==> src/rtl/aec_pkg.sv <==
// aec_pkg
// Shared definitions for the arithmetic expression calculator front-end:
// ASCII character constants, token operator codes, operator-stack entry
// codes, the converter state enum and the operator precedence helpers.
package aec_pkg;

    // ASCII characters recognised by the infix parser
    localparam logic [7:0] CH_0      = 8'h30;
    localparam logic [7:0] CH_9      = 8'h39;
    localparam logic [7:0] CH_A      = 8'h61;
    localparam logic [7:0] CH_F      = 8'h66;
    localparam logic [7:0] CH_PLUS   = 8'h2B;
    localparam logic [7:0] CH_MINUS  = 8'h2D;
    localparam logic [7:0] CH_STAR   = 8'h2A;
    localparam logic [7:0] CH_LPAREN = 8'h28;
    localparam logic [7:0] CH_RPAREN = 8'h29;
    localparam logic [7:0] CH_EQ     = 8'h3D;

    // Operator codes carried in tok_val when tok_op=1
    localparam logic [1:0] OP_ADD = 2'd0;
    localparam logic [1:0] OP_SUB = 2'd1;
    localparam logic [1:0] OP_MUL = 2'd2;
    localparam logic [1:0] OP_END = 2'd3;

    // Operator-stack entry codes. The arithmetic operators share their
    // token encoding so a popped entry can be emitted without translation.
    localparam logic [1:0] STK_ADD    = OP_ADD;
    localparam logic [1:0] STK_SUB    = OP_SUB;
    localparam logic [1:0] STK_MUL    = OP_MUL;
    localparam logic [1:0] STK_LPAREN = 2'd3;

    typedef enum logic [2:0] {
        ACCEPT,
        POP_PREC,
        POP_PAREN,
        FLUSH,
        DISCARD,
        END
    } state_e;

    // Binding strength of a stack entry. '(' gets 0 so that an incoming
    // operator never pops past an open parenthesis.
    function automatic logic [1:0] prec(input logic [1:0] code);
        logic [1:0] p;
        case (code)
            STK_MUL:    p = 2'd2;
            STK_LPAREN: p = 2'd0;
            default:    p = 2'd1;
        endcase
        return p;
    endfunction

    // Map an operator character to its stack code (caller guarantees + - *)
    function automatic logic [1:0] op_code(input logic [7:0] ch);
        logic [1:0] c;
        case (ch)
            CH_PLUS:  c = STK_ADD;
            CH_MINUS: c = STK_SUB;
            default:  c = STK_MUL;
        endcase
        return c;
    endfunction

endpackage

==> src/rtl/aec_infix_to_postfix_if.sv <==
// aec_infix_to_postfix_if
// Groups the character input stream, the token output stream and the busy
// flag of the infix-to-postfix converter.
//   ascii_in/in_valid/in_ready          : character stream into the converter
//   tok_valid/tok_ready/tok_op/tok_val/
//   tok_err                             : token stream to the postfix evaluator
//   busy                                : expression in progress
// modport slave  : the converter's view
// modport master : the view of whoever feeds characters and sinks tokens
interface aec_infix_to_postfix_if;

    logic [7:0] ascii_in;
    logic       in_valid;
    logic       in_ready;
    logic       tok_valid;
    logic       tok_ready;
    logic       tok_op;
    logic [3:0] tok_val;
    logic       tok_err;
    logic       busy;

    modport slave (
        input  ascii_in, in_valid, tok_ready,
        output in_ready, tok_valid, tok_op, tok_val, tok_err, busy
    );

    modport master (
        output ascii_in, in_valid, tok_ready,
        input  in_ready, tok_valid, tok_op, tok_val, tok_err, busy
    );

endinterface

==> src/rtl/aec_op_stack.sv <==
// aec_op_stack
// Parameterised LIFO holding 2-bit operator codes for the shunting-yard
// converter.
//   clk, rst : clock, asynchronous active-high reset
//   clr      : synchronous clear (empties the stack)
//   push/din : push din when not full
//   pop      : discard the top entry when not empty
//   top      : current top entry (0 when empty)
//   full     : DEPTH entries held
//   empty    : no entries held
module aec_op_stack #(
    parameter int DEPTH = 8,
    parameter int PTR_W = $clog2(DEPTH) + 1
) (
    input  logic       clk,
    input  logic       rst,
    input  logic       clr,
    input  logic       push,
    input  logic       pop,
    input  logic [1:0] din,
    output logic [1:0] top,
    output logic       full,
    output logic       empty
);

    localparam int IDX_W = $clog2(DEPTH);

    logic [1:0]       mem_q [DEPTH];
    logic [1:0]       mem_d [DEPTH];
    logic [PTR_W-1:0] ptr_q;
    logic [PTR_W-1:0] ptr_d;
    logic [IDX_W-1:0] top_idx;

    // ptr_q counts entries, so the top lives one slot below it
    assign full    = (ptr_q == PTR_W'(DEPTH));
    assign empty   = (ptr_q == '0);
    assign top_idx = IDX_W'(ptr_q - PTR_W'(1));
    assign top     = empty ? 2'b00 : mem_q[top_idx];

    // Guards on full/empty keep the pointer from ever wrapping even if a
    // caller misbehaves; clear wins over any access in the same cycle.
    always_comb begin
        mem_d = mem_q;
        ptr_d = ptr_q;
        if (clr) begin
            ptr_d = '0;
        end else if (push && !full) begin
            mem_d[ptr_q[IDX_W-1:0]] = din;
            ptr_d = ptr_q + PTR_W'(1);
        end else if (pop && !empty) begin
            ptr_d = ptr_q - PTR_W'(1);
        end
    end

    always_ff @(posedge clk or posedge rst) begin
        if (rst) begin
            ptr_q <= '0;
            for (int i = 0; i < DEPTH; i++) begin
                mem_q[i] <= 2'b00;
            end
        end else begin
            ptr_q <= ptr_d;
            mem_q <= mem_d;
        end
    end

endmodule

==> src/rtl/aec_infix_to_postfix.sv <==
// aec_infix_to_postfix
// Converts an ASCII infix expression (hex digits 0-f, + - *, parentheses,
// terminated by '=') into a postfix token stream using a shunting-yard
// operator stack.
//   clk, rst : clock, asynchronous active-high reset
//   bus      : aec_infix_to_postfix_if.slave
//              character input (ascii_in/in_valid/in_ready),
//              token output (tok_valid/tok_ready/tok_op/tok_val/tok_err),
//              busy flag
module aec_infix_to_postfix
    import aec_pkg::*;
#(
    parameter int STACK_DEPTH = 8,
    parameter int PTR_W       = $clog2(STACK_DEPTH) + 1
) (
    input logic                   clk,
    input logic                   rst,
    aec_infix_to_postfix_if.slave bus
);

    state_e     state_q, state_d;
    logic       err_q, err_d;
    logic       busy_q, busy_d;
    logic [1:0] pend_op_q, pend_op_d;
    logic       tok_valid_q, tok_valid_d;
    logic       tok_op_q, tok_op_d;
    logic [3:0] tok_val_q, tok_val_d;
    logic       tok_err_q, tok_err_d;

    logic       stk_push, stk_pop, stk_clr;
    logic [1:0] stk_din, stk_top;
    logic       stk_full, stk_empty;

    logic       out_free;
    logic       in_ready;
    logic       accept;
    logic       is_dec, is_hex, is_op;
    logic [3:0] digit_val;

    aec_op_stack #(
        .DEPTH (STACK_DEPTH),
        .PTR_W (PTR_W)
    ) u_stack (
        .clk   (clk),
        .rst   (rst),
        .clr   (stk_clr),
        .push  (stk_push),
        .pop   (stk_pop),
        .din   (stk_din),
        .top   (stk_top),
        .full  (stk_full),
        .empty (stk_empty)
    );

    // The output register can take a new token when it is empty or its
    // current token is being consumed this cycle.
    assign out_free = !tok_valid_q || bus.tok_ready;
    assign in_ready = !rst && (state_q == ACCEPT || state_q == DISCARD) && out_free;
    assign accept   = bus.in_valid && in_ready;

    assign is_dec    = (bus.ascii_in >= CH_0) && (bus.ascii_in <= CH_9);
    assign is_hex    = (bus.ascii_in >= CH_A) && (bus.ascii_in <= CH_F);
    assign is_op     = (bus.ascii_in == CH_PLUS) || (bus.ascii_in == CH_MINUS) ||
                       (bus.ascii_in == CH_STAR);
    assign digit_val = is_dec ? 4'(bus.ascii_in - CH_0)
                              : 4'(bus.ascii_in - CH_A + 8'd10);

    always_comb begin
        state_d     = state_q;
        err_d       = err_q;
        busy_d      = busy_q;
        pend_op_d   = pend_op_q;
        tok_valid_d = tok_valid_q && !bus.tok_ready;
        tok_op_d    = tok_op_q;
        tok_val_d   = tok_val_q;
        tok_err_d   = tok_err_q;
        stk_push    = 1'b0;
        stk_pop     = 1'b0;
        stk_clr     = 1'b0;
        stk_din     = pend_op_q;

        if (accept && !busy_q) begin
            busy_d = 1'b1;
        end

        case (state_q)
            ACCEPT: begin
                // in_ready already guarantees the output register is free
                if (accept) begin
                    if (is_dec || is_hex) begin
                        tok_valid_d = 1'b1;
                        tok_op_d    = 1'b0;
                        tok_val_d   = digit_val;
                        tok_err_d   = 1'b0;
                    end else if (bus.ascii_in == CH_LPAREN) begin
                        if (stk_full) begin
                            err_d   = 1'b1;
                            state_d = DISCARD;
                        end else begin
                            stk_push = 1'b1;
                            stk_din  = STK_LPAREN;
                        end
                    end else if (bus.ascii_in == CH_RPAREN) begin
                        state_d = POP_PAREN;
                    end else if (is_op) begin
                        pend_op_d = op_code(bus.ascii_in);
                        state_d   = POP_PREC;
                    end else if (bus.ascii_in == CH_EQ) begin
                        state_d = FLUSH;
                    end else begin
                        err_d   = 1'b1;
                        state_d = DISCARD;
                    end
                end
            end

            POP_PREC: begin
                // Left associativity: equal precedence pops too
                if (!stk_empty && (prec(stk_top) >= prec(pend_op_q))) begin
                    if (out_free) begin
                        stk_pop     = 1'b1;
                        tok_valid_d = 1'b1;
                        tok_op_d    = 1'b1;
                        tok_val_d   = {2'b00, stk_top};
                        tok_err_d   = 1'b0;
                    end
                end else if (stk_full) begin
                    err_d   = 1'b1;
                    state_d = DISCARD;
                end else begin
                    stk_push = 1'b1;
                    stk_din  = pend_op_q;
                    state_d  = ACCEPT;
                end
            end

            POP_PAREN: begin
                if (stk_empty) begin
                    err_d   = 1'b1;
                    state_d = DISCARD;
                end else if (stk_top == STK_LPAREN) begin
                    stk_pop = 1'b1;
                    state_d = ACCEPT;
                end else if (out_free) begin
                    stk_pop     = 1'b1;
                    tok_valid_d = 1'b1;
                    tok_op_d    = 1'b1;
                    tok_val_d   = {2'b00, stk_top};
                    tok_err_d   = 1'b0;
                end
            end

            FLUSH: begin
                // An unmatched '(' is dropped silently but marks the error
                if (stk_empty) begin
                    state_d = END;
                end else if (stk_top == STK_LPAREN) begin
                    stk_pop = 1'b1;
                    err_d   = 1'b1;
                end else if (out_free) begin
                    stk_pop     = 1'b1;
                    tok_valid_d = 1'b1;
                    tok_op_d    = 1'b1;
                    tok_val_d   = {2'b00, stk_top};
                    tok_err_d   = 1'b0;
                end
            end

            DISCARD: begin
                if (accept && (bus.ascii_in == CH_EQ)) begin
                    state_d = END;
                end
            end

            END: begin
                if (out_free) begin
                    tok_valid_d = 1'b1;
                    tok_op_d    = 1'b1;
                    tok_val_d   = {2'b00, OP_END};
                    tok_err_d   = err_q;
                    err_d       = 1'b0;
                    stk_clr     = 1'b1;
                    busy_d      = 1'b0;
                    state_d     = ACCEPT;
                end
            end

            default: begin
                state_d = ACCEPT;
            end
        endcase
    end

    always_ff @(posedge clk or posedge rst) begin
        if (rst) begin
            state_q     <= ACCEPT;
            err_q       <= 1'b0;
            busy_q      <= 1'b0;
            pend_op_q   <= OP_ADD;
            tok_valid_q <= 1'b0;
            tok_op_q    <= 1'b0;
            tok_val_q   <= 4'd0;
            tok_err_q   <= 1'b0;
        end else begin
            state_q     <= state_d;
            err_q       <= err_d;
            busy_q      <= busy_d;
            pend_op_q   <= pend_op_d;
            tok_valid_q <= tok_valid_d;
            tok_op_q    <= tok_op_d;
            tok_val_q   <= tok_val_d;
            tok_err_q   <= tok_err_d;
        end
    end

    assign bus.in_ready  = in_ready;
    assign bus.tok_valid = tok_valid_q;
    assign bus.tok_op    = tok_op_q;
    assign bus.tok_val   = tok_val_q;
    assign bus.tok_err   = tok_err_q;
    assign bus.busy      = busy_q;

endmodule
==> src/flat_wrapper.sv <==
// flat-port wrapper written by rule: the top's interface ports become plain ports
module aec_infix_to_postfix_flat import aec_pkg::*;
#(
    parameter int STACK_DEPTH = 8,
    parameter int PTR_W       = $clog2(STACK_DEPTH) + 1
)
  (clk, rst, bus_ascii_in, bus_in_valid, bus_tok_ready, bus_in_ready, bus_tok_valid, bus_tok_op, bus_tok_val, bus_tok_err, bus_busy);
  aec_infix_to_postfix_if bus_i ();
  input logic clk;
  input logic rst;
  input wire logic [$bits(bus_i.ascii_in)-1:0] bus_ascii_in;
  input wire logic [$bits(bus_i.in_valid)-1:0] bus_in_valid;
  input wire logic [$bits(bus_i.tok_ready)-1:0] bus_tok_ready;
  output wire logic [$bits(bus_i.in_ready)-1:0] bus_in_ready;
  output wire logic [$bits(bus_i.tok_valid)-1:0] bus_tok_valid;
  output wire logic [$bits(bus_i.tok_op)-1:0] bus_tok_op;
  output wire logic [$bits(bus_i.tok_val)-1:0] bus_tok_val;
  output wire logic [$bits(bus_i.tok_err)-1:0] bus_tok_err;
  output wire logic [$bits(bus_i.busy)-1:0] bus_busy;
  assign bus_i.ascii_in = bus_ascii_in;
  assign bus_i.in_valid = bus_in_valid;
  assign bus_i.tok_ready = bus_tok_ready;
  assign bus_in_ready = bus_i.in_ready;
  assign bus_tok_valid = bus_i.tok_valid;
  assign bus_tok_op = bus_i.tok_op;
  assign bus_tok_val = bus_i.tok_val;
  assign bus_tok_err = bus_i.tok_err;
  assign bus_busy = bus_i.busy;
  aec_infix_to_postfix #(.STACK_DEPTH(STACK_DEPTH), .PTR_W(PTR_W)) u_core (.clk(clk), .rst(rst), .bus(bus_i));
endmodule
==> config.mk <==
export PLATFORM = sky130hd
export DESIGN_NAME = aec_infix_to_postfix_flat
export DESIGN_NICKNAME = d
export VERILOG_FILES = /design/src/rtl/aec_pkg.sv /design/src/rtl/aec_infix_to_postfix_if.sv /design/src/rtl/aec_op_stack.sv /design/src/rtl/aec_infix_to_postfix.sv /design/src/flat_wrapper.sv
export SDC_FILE = /design/constraint.sdc
export NUM_CORES = 1
export LEC_CHECK = 0
export CAP_MARGIN = 15
export CORE_UTILIZATION = 58
export CTS_CLUSTER_SIZE = 12
export DETAILED_ROUTE_END_ITERATION = 16
export HOLD_SLACK_MARGIN = 0.12
export PLACE_DENSITY = 0.8
export SKIP_CTS_REPAIR_TIMING = 1
export SLEW_MARGIN = 20
export SYNTH_ARGS = -nofsm -noshare
export SYNTH_HDL_FRONTEND = slang
export SYNTH_HIERARCHICAL = 1
export SYNTH_SLANG_ARGS = --single-unit
==> constraint.sdc <==
create_clock -name clk -period 5.3 [get_ports clk]
set_input_delay 1.325 -clock clk [delete_from_list [all_inputs] [get_ports clk]]
set_output_delay 1.325 -clock clk [all_outputs]
set_load 0.01 [all_outputs]
# Yosys cells after proc, flatten, opt, wreduce, memory -nomap -nowiden
# Cells that the tools add are included.
[word_totals]
regBits = 34
latchBits = 0
ramBits = 0
romBits = 0
inputBits = 12
output_inout_bits = 9
wordCells = 197
memories = 0
[classes]
add_sub_neg = 5
n_mul = 0
div_mod_pow = 0
order_cmp = 8
n_eq_ne = 34
n_shift = 0
n_mux = 92
bitwise = 6
n_reduce_logical = 35
[ops]
columns = ["cell", "count"]
rows = [
  ["8-bit by 6-bit == test with 1-bit output, second input constant", 6],
  ["4-bit two-way mux", 11],
  ["1-bit two-way mux", 42],
  ["3-bit two-way mux", 14],
  ["2-bit two-way mux", 11],
  ["3-bit one-hot mux with 6 select lines", 1],
  ["16-bit bitwise mux", 1],
  ["4-bit one-hot mux with 4 select lines", 1],
  ["2-bit inequality test, second input constant", 7],
  ["1-bit logical AND", 12],
  ["2-bit by 1-bit inequality test with 1-bit output, second input constant", 6],
  ["3-bit inequality test, second input constant", 4],
  ["1-bit one-hot mux with 4 select lines", 3],
  ["2-bit one-hot mux with 2 select lines", 3],
  ["6-bit AND reduction", 2],
  ["4-bit by 1-bit subtractor with 4-bit output, second input constant", 3],
  ["11-bit AND reduction", 1],
  ["2-bit == test, second input constant", 4],
  ["4-bit >= comparator, second input constant", 2],
  ["8-bit by 6-bit >= comparator with 1-bit output, second input constant", 1],
  ["8-bit by 7-bit >= comparator with 1-bit output, second input constant", 1],
  ["8-bit by 6-bit less-or-equal comparator with 1-bit output, second input constant", 1],
  ["8-bit by 7-bit less-or-equal comparator with 1-bit output, second input constant", 1],
  ["3-bit NOT with 4-bit output", 2],
  ["other kinds (25)", 40],
]

# Depth between registers and ports, before layout
[depth]
word_depth = 17
mapped_depth = 16
mapped_depth_nobuf = 15

# Hierarchy
# Netlist, hierarchy kept.
[modules_own_cells]
columns = ["mod", "instances", "cells_per_inst", "area_per_inst_um2"]
rows = [
  ["aec_infix_to_postfix", 1, 165, 1347.5],
  ["aec_op_stack", 1, 89, 1113.6],
]

# Least setup slack after synthesis
# No wires, ideal clock.
[synth_path]
path_kind = "register to register"
start = "reg u_core.u_stack.ptr_q[0]"
end = "reg u_core.u_stack.ptr_q[3]"
setup_time_ns = 0.128
arrival_ns = 3.716
required_time_ns = 5.172
path_slack_ns = 1.456
path_stages_with_launch = 17
n_path_buf = 1
period_less_slack_ns = 3.844
cell_sequence = "dfrtp_1 -> buf_2 -> inv_1 -> ha_1 -> mux4_2 -> mux2i_1 -> nor2_1 -> nor2b_1 -> ha_1 -> o21bai_1 -> nor2_1 -> nor2_1 -> a31o_1 -> a21boi_1 -> or4_1 -> a21oi_1 -> mux2_1"
[synth_between]
elab_chain_len = 16
[synth_rtl]
columns = ["item", "line", "text"]
rows = [
  ["start: declaration", "aec_op_stack.sv:30", "logic [PTR_W-1:0] ptr_q;"],
  ["start signal: assignment", "aec_op_stack.sv:62", "ptr_q <= ptr_d;"],
  ["4-bit by 1-bit subtractor with 4-bit output", "aec_op_stack.sv:51", "ptr_d = ptr_q - PTR_W'(1);"],
  ["3-bit NOT with 4-bit output (not written as such)", "aec_op_stack.sv:38", "assign top = empty ? 2'b00 : mem_q[top_idx];"],
  ["2-bit binary-select mux with 3-bit select", "aec_op_stack.sv:38", ""],
  ["2-bit two-way mux (not written as such) (2 in series)", "aec_op_stack.sv:38", ""],
  ["2-bit two-way mux (*)", "aec_op_stack.sv:38", ""],
  ["via u_core.stk_top[0]", "aec_infix_to_postfix.sv:31", "logic [1:0] stk_din, stk_top;"],
  ["2-bit == test", "aec_pkg.sv:45", "case (code)"],
  ["2-bit one-hot mux with 2 select lines (*)", "aec_pkg.sv:45", ""],
  ["2-bit two-way mux (*)", "aec_infix_to_postfix.sv:86", "case (state_q)"],
  ["2-bit >= comparator (*)", "aec_infix_to_postfix.sv:119", "if (!stk_empty && (prec(stk_top) >= prec(pend_op_q))) begin"],
  ["1-bit logical AND (*)", "aec_infix_to_postfix.sv:119", ""],
  ["1-bit two-way mux (*)", "aec_infix_to_postfix.sv:119", ""],
  ["1-bit one-hot mux with 2 select lines (*)", "aec_infix_to_postfix.sv:86", ""],
  ["via u_core.stk_push", "aec_infix_to_postfix.sv:30", "logic stk_push, stk_pop, stk_clr;"],
  ["1-bit logical AND (*)", "aec_op_stack.sv:47", "end else if (push && !full) begin"],
  ["4-bit two-way mux", "aec_op_stack.sv:47", ""],
  ["4-bit two-way mux", "aec_op_stack.sv:45", "if (clr) begin"],
]
# Mark *: on every way through the listed nets, which the timed path passes. The rest lies on a longest branch. The select of a mux whose other input is x is not followed.
# A chain may end at the register's enable or synchronous reset.

# Worst setup path after layout
[layout_path]
start = "in bus_ascii_in[1]"
end = "reg u_core/u_stack/mem_q[12] (netlist bit)"
[layout_between]
elab_chain_len = 8
[layout_rtl]
columns = ["item", "line", "text"]
rows = [
  ["start: declaration", "flat_wrapper.sv:11", "input wire logic [$bits(bus_i.ascii_in)-1:0] bus_ascii_in;"],
  ["8-bit by 6-bit >= comparator with 1-bit output, or another cell as far along", "aec_infix_to_postfix.sv:61", "assign is_dec = (bus.ascii_in >= CH_0) && (bus.ascii_in <= CH_9);"],
  ["1-bit logical AND, on equally long branches", "aec_infix_to_postfix.sv:61, aec_infix_to_postfix.sv:62", ""],
  ["1-bit logical OR", "aec_infix_to_postfix.sv:90", "if (is_dec || is_hex) begin"],
  ["1-bit two-way mux (*)", "aec_infix_to_postfix.sv:90", ""],
  ["1-bit two-way mux (*)", "aec_infix_to_postfix.sv:89", "if (accept) begin"],
  ["1-bit one-hot mux with 2 select lines (*)", "aec_infix_to_postfix.sv:86", ""],
  ["via u_core.stk_push", "aec_infix_to_postfix.sv:30", ""],
  ["1-bit logical AND (*)", "aec_op_stack.sv:47", ""],
  ["2-bit AND reduction (no source line) (*)", "--", ""],
  ["end signal: assignment", "aec_op_stack.sv:63", "mem_q <= mem_d;"],
  ["end: declaration", "aec_op_stack.sv:28", "logic [1:0] mem_q [DEPTH];"],
]
# Mark *: on every way through the listed nets, which the timed path passes. The rest lies on a longest branch.

==> results.json <==
{
  "avgViaCountPerCell": 6.20,
  "synth_top_area_share_pct": 34.6,
  "synthTopCellsByArea": "dfrtp_1 (35%), mux2_1 (9.2%), ha_1 (4.6%), mux4_2 (3.7%), nor2_1 (3.5%)",
  "drc": 0,
  "endpoint_kind": "flop",
  "finalCritPeriodShare_pct": 85.0,
  "tightest_slew_ps": 745,
  "fp.dieW_um": 67.1,
  "clock_sinks": 34,
  "avgSynthCellArea_um2": 9.69,
  "ant_nets": 0,
  "grt_pass1_vias": 1841,
  "path_buf_inv": 2,
  "cp_slowest_cell": "clkdlybuf4s50_1",
  "setup_viol_count_final": 0,
  "clk_path_buf_depth": 2,
  "drv_cap": 0,
  "syn_inst": 254,
  "worstPathRequired_ps": 5450,
  "reg2reg_to": "u_core/u_stack/ptr_q[3]$_DFFE_PP0P_",
  "netlist_area_um2": 2460,
  "hold_path_class": "flop to flop",
  "r2r-start": "u_core/u_stack/ptr_q[0]$_DFFE_PP0P_",
  "synth_fp_nets": 275,
  "ios": 21,
  "crit_chain": "clkdlybuf4s50_1 -> inv_1 -> ha_1 -> o21bai_1 -> a21oi_2 -> a21o_1 -> or2_4 -> nor4_1 -> a31o_1 -> nor3b_2 -> nand3_1 -> mux2_1",
  "cts_buffers": 5,
  "rr_worst_depth": 15,
  "path_clk_slew_ps": 70,
  "vias": 2010,
  "hold_violations": 0,
  "setup_ws_ps": 795,
  "num-nets-final": 294,
  "post_drt_wl_per_cell_um": 16.2,
  "grt_use_met2_pct": 38.6,
  "ys_seq_elements": 34,
  "p_leak_nw": 1.23,
  "post-synth-top-count-cell": "dfrtp_1",
  "dieArea_um2": 4510,
  "tns_ps": 0,
  "synthArstFlopShare_pct": 100,
  "htree_levels": 2,
  "final_layout_size_suffix_gt1_share_pct": 9.85,
  "slew_violations": 0,
  "grt.busiest_layer": "met1",
  "dp_hpwl_um": 3920,
  "grt_antenna_before_repair": 0,
  "drt_iter0_drc": 276,
  "crit_cells": 12,
  "cp-start-kind": "primary input",
  "wirelength_um": 5240,
  "synth_top_cell_by_area": "dfrtp_1",
  "yosys_warnings": 6,
  "n_antenna_cell": 0,
  "critical_path.top_delay_family": "simple AND/OR/NAND/NOR gates",
  "ys.flop_type": "dfrtp_1",
  "grt_pass1_wl_um": 8810,
  "dieHeight_um": 67.1,
  "finalWorstPathRequiredPeriod_ps": 4500,
  "use_met1_pct": 39.0,
  "ff2ff_setup_slack_ps": 860,
  "rows": 23,
  "clk_latency_ps": 280,
  "endpoint": "u_core/u_stack/mem_q[12]$_DFFE_PP0P_",
  "grtUsageTotal_pct": 26.2,
  "grt_max_degree": 24,
  "area_growth_pct": 12.6,
  "initial_core_util_pct": 61.1,
  "cts_root_buf": "clkbuf_8",
  "seq_area_frac_synth_pct": 34.6,
  "gp_congestion": 0.884,
  "relSlewSlack_pct": 50.1,
  "vdd_ir_drop_max_mv": 0.227,
  "p_per_area_nw_per_um2": 364,
  "cp_max_fo": 9,
  "fin_skew_ps": 6.44,
  "critPathLaunch": "bus_ascii_in[1]",
  "coreArea_um2": 4030,
  "gr-usage-met3_pct": 5.07,
  "cp.arrival_ps": 4660,
  "status": "finished clean",
  "max_stage_delay_ps": 550,
  "synth-edff-count": 0,
  "synth.distinct_cells": 65,
  "fmax_mhz": 222,
  "pre_cts_slack_ps": 527,
  "io_buffer_count": 20,
  "worstSetupPathType": "primary input to flop",
  "grt_overflow": 0,
  "first_pass_iters": 4,
  "rsz0062_at_grt": "no",
  "cts_tree": "done",
  "synth_common_cells": "dfrtp_1 (34), nor2_1 (23), mux2_1 (20)"
}
==> kinds of logic (layout without fill, tap and decap cells) <==
kind of cell / count (synthesis) / after routing / synth area share [%]
adders and majority gates: 9 / 9 / 4.58
and+or+nand+nor: 92 / 92 / 21.9
DFF: 34 / 34 / 34.6
buffers and inverters: 21 / 41 / 3.76
muxes: 28 / 28 / 14.6
xor gates and xnor gates: 6 / 6 / 2.14
AOI/OAI and AO/OA: 64 / 64 / 18.5
==> sequential cells by signal (all words and copies together) (netlist names) <==
signal and cells:
u_core/bus.busy 1, u_core/bus.tok_err 1, u_core/bus.tok_op 1, u_core/bus.tok_val 4, u_core/bus.tok_valid 1, u_core/err_q 1
u_core/pend_op_q 2, u_core/state_q 3, u_core/u_stack/mem_q 16, u_core/u_stack/ptr_q 4
==> layer usage <==
layer | up-vias | part of all wire (%)
met2 | 59 | 44
met4 | 0 | 0.55
met3 | 2 | 6.8
met1 | 958 | 48
li1 | 991 | -
met5 | - | 0
==> layout make-up <==
| cell class | instances | area [µm²] |
|---|---|---|
| clock buffer | 6 | 72.6 |
| clock inverter | 2 | 13.8 |
| fill | 319 | 1260 |
| inverter | 12 | 45.0 |
| multi-input combinational | 199 | 1520 |
| sequential | 34 | 851 |
| tap | 50 | 62.6 |
| timing repair buffer | 21 | 208 |
==> through the flow <==
| stage | hold WS (ps) | total power [mW] | util, % | instance area [µm²] | instances |
|---|---|---|---|---|---|
| 2_1_floorplan | 459 | 0.698 | - | 2460 | 254 |
| 3_3_place_gp | 474 | 0.819 | 66.6 | 2680 | 316 |
| 3_5_place_dp | 473 | 0.824 | 66.6 | 2680 | 316 |
| 4_1_cts | 499 | 1.01 | 68.8 | 2770 | 324 |
| 5_1_grt | 517 | 1.08 | 68.8 | 2770 | 324 |
| 6_report | 495 | 1.01 | 68.8 | 2770 | 324 |
==> where the power goes <==
| part | switching (mW) | leakage, nW | internal [mW] |
|---|---|---|---|
| clock | 0.0919 | 0.0452 | 0.0926 |
| sequential | 0.0786 | 0.439 | 0.308 |
| combinational | 0.230 | 0.746 | 0.208 |
| total | 0.400 | 1.23 | 0.609 |
==> worst min-delay path by stage <==
stage,from,endpoint,slack (ps),cells past startpoint
final,u_core/u_stack/mem_q[5]$_DFFE_PP0P_,u_core/u_stack/mem_q[5]$_DFFE_PP0P_,500,1
after global routing,u_core/u_stack/mem_q[9]$_DFFE_PP0P_,u_core/u_stack/mem_q[9]$_DFFE_PP0P_,520,1
after CTS,u_core/u_stack/mem_q[5]$_DFFE_PP0P_,u_core/u_stack/mem_q[5]$_DFFE_PP0P_,500,1
after detailed placement,u_core/bus.tok_val[3]$_DFFE_PP0P_,u_core/bus.tok_val[3]$_DFFE_PP0P_,470,1
after global placement,u_core/u_stack/mem_q[3]$_DFFE_PP0P_,u_core/u_stack/mem_q[3]$_DFFE_PP0P_,470,1
after floorplan,u_core/u_stack/mem_q[13]$_DFFE_PP0P_,u_core/u_stack/mem_q[13]$_DFFE_PP0P_,460,1
==> cell usage in the layout, fill, tap and decap left out, types with 2 or more instances in the layout <==
master / synthesis / routed
nor3b_2: 2 / 2
mux4_2: 4 / 4
and3_1: 2 / 2
o31ai_1: 3 / 3
mux2_1: 20 / 20
nand2b_1: 5 / 5
o32a_1: 2 / 2
ha_1: 9 / 9
o21ai_0: 7 / 7
dfrtp_1: 34 / 34
inv_1: 12 / 12
o21ai_1: 4 / 4
nand2_1: 18 / 18
a21o_1: 3 / 3
a32o_1: 2 / 2
clkdlybuf4s50_1: 0 / 20
clkbuf_8: 0 / 5
o21bai_1: 2 / 2
nand4_1: 3 / 3
o211ai_1: 2 / 2
xnor2_1: 5 / 5
nor3_1: 5 / 5
o2bb2ai_1: 2 / 2
mux2i_1: 3 / 3
nor2b_1: 9 / 9
nor2_1: 23 / 23
or2_1: 2 / 2
nand3_1: 9 / 9
a21oi_1: 13 / 13
a31oi_1: 7 / 7
(Power assumes the default switching activity.)
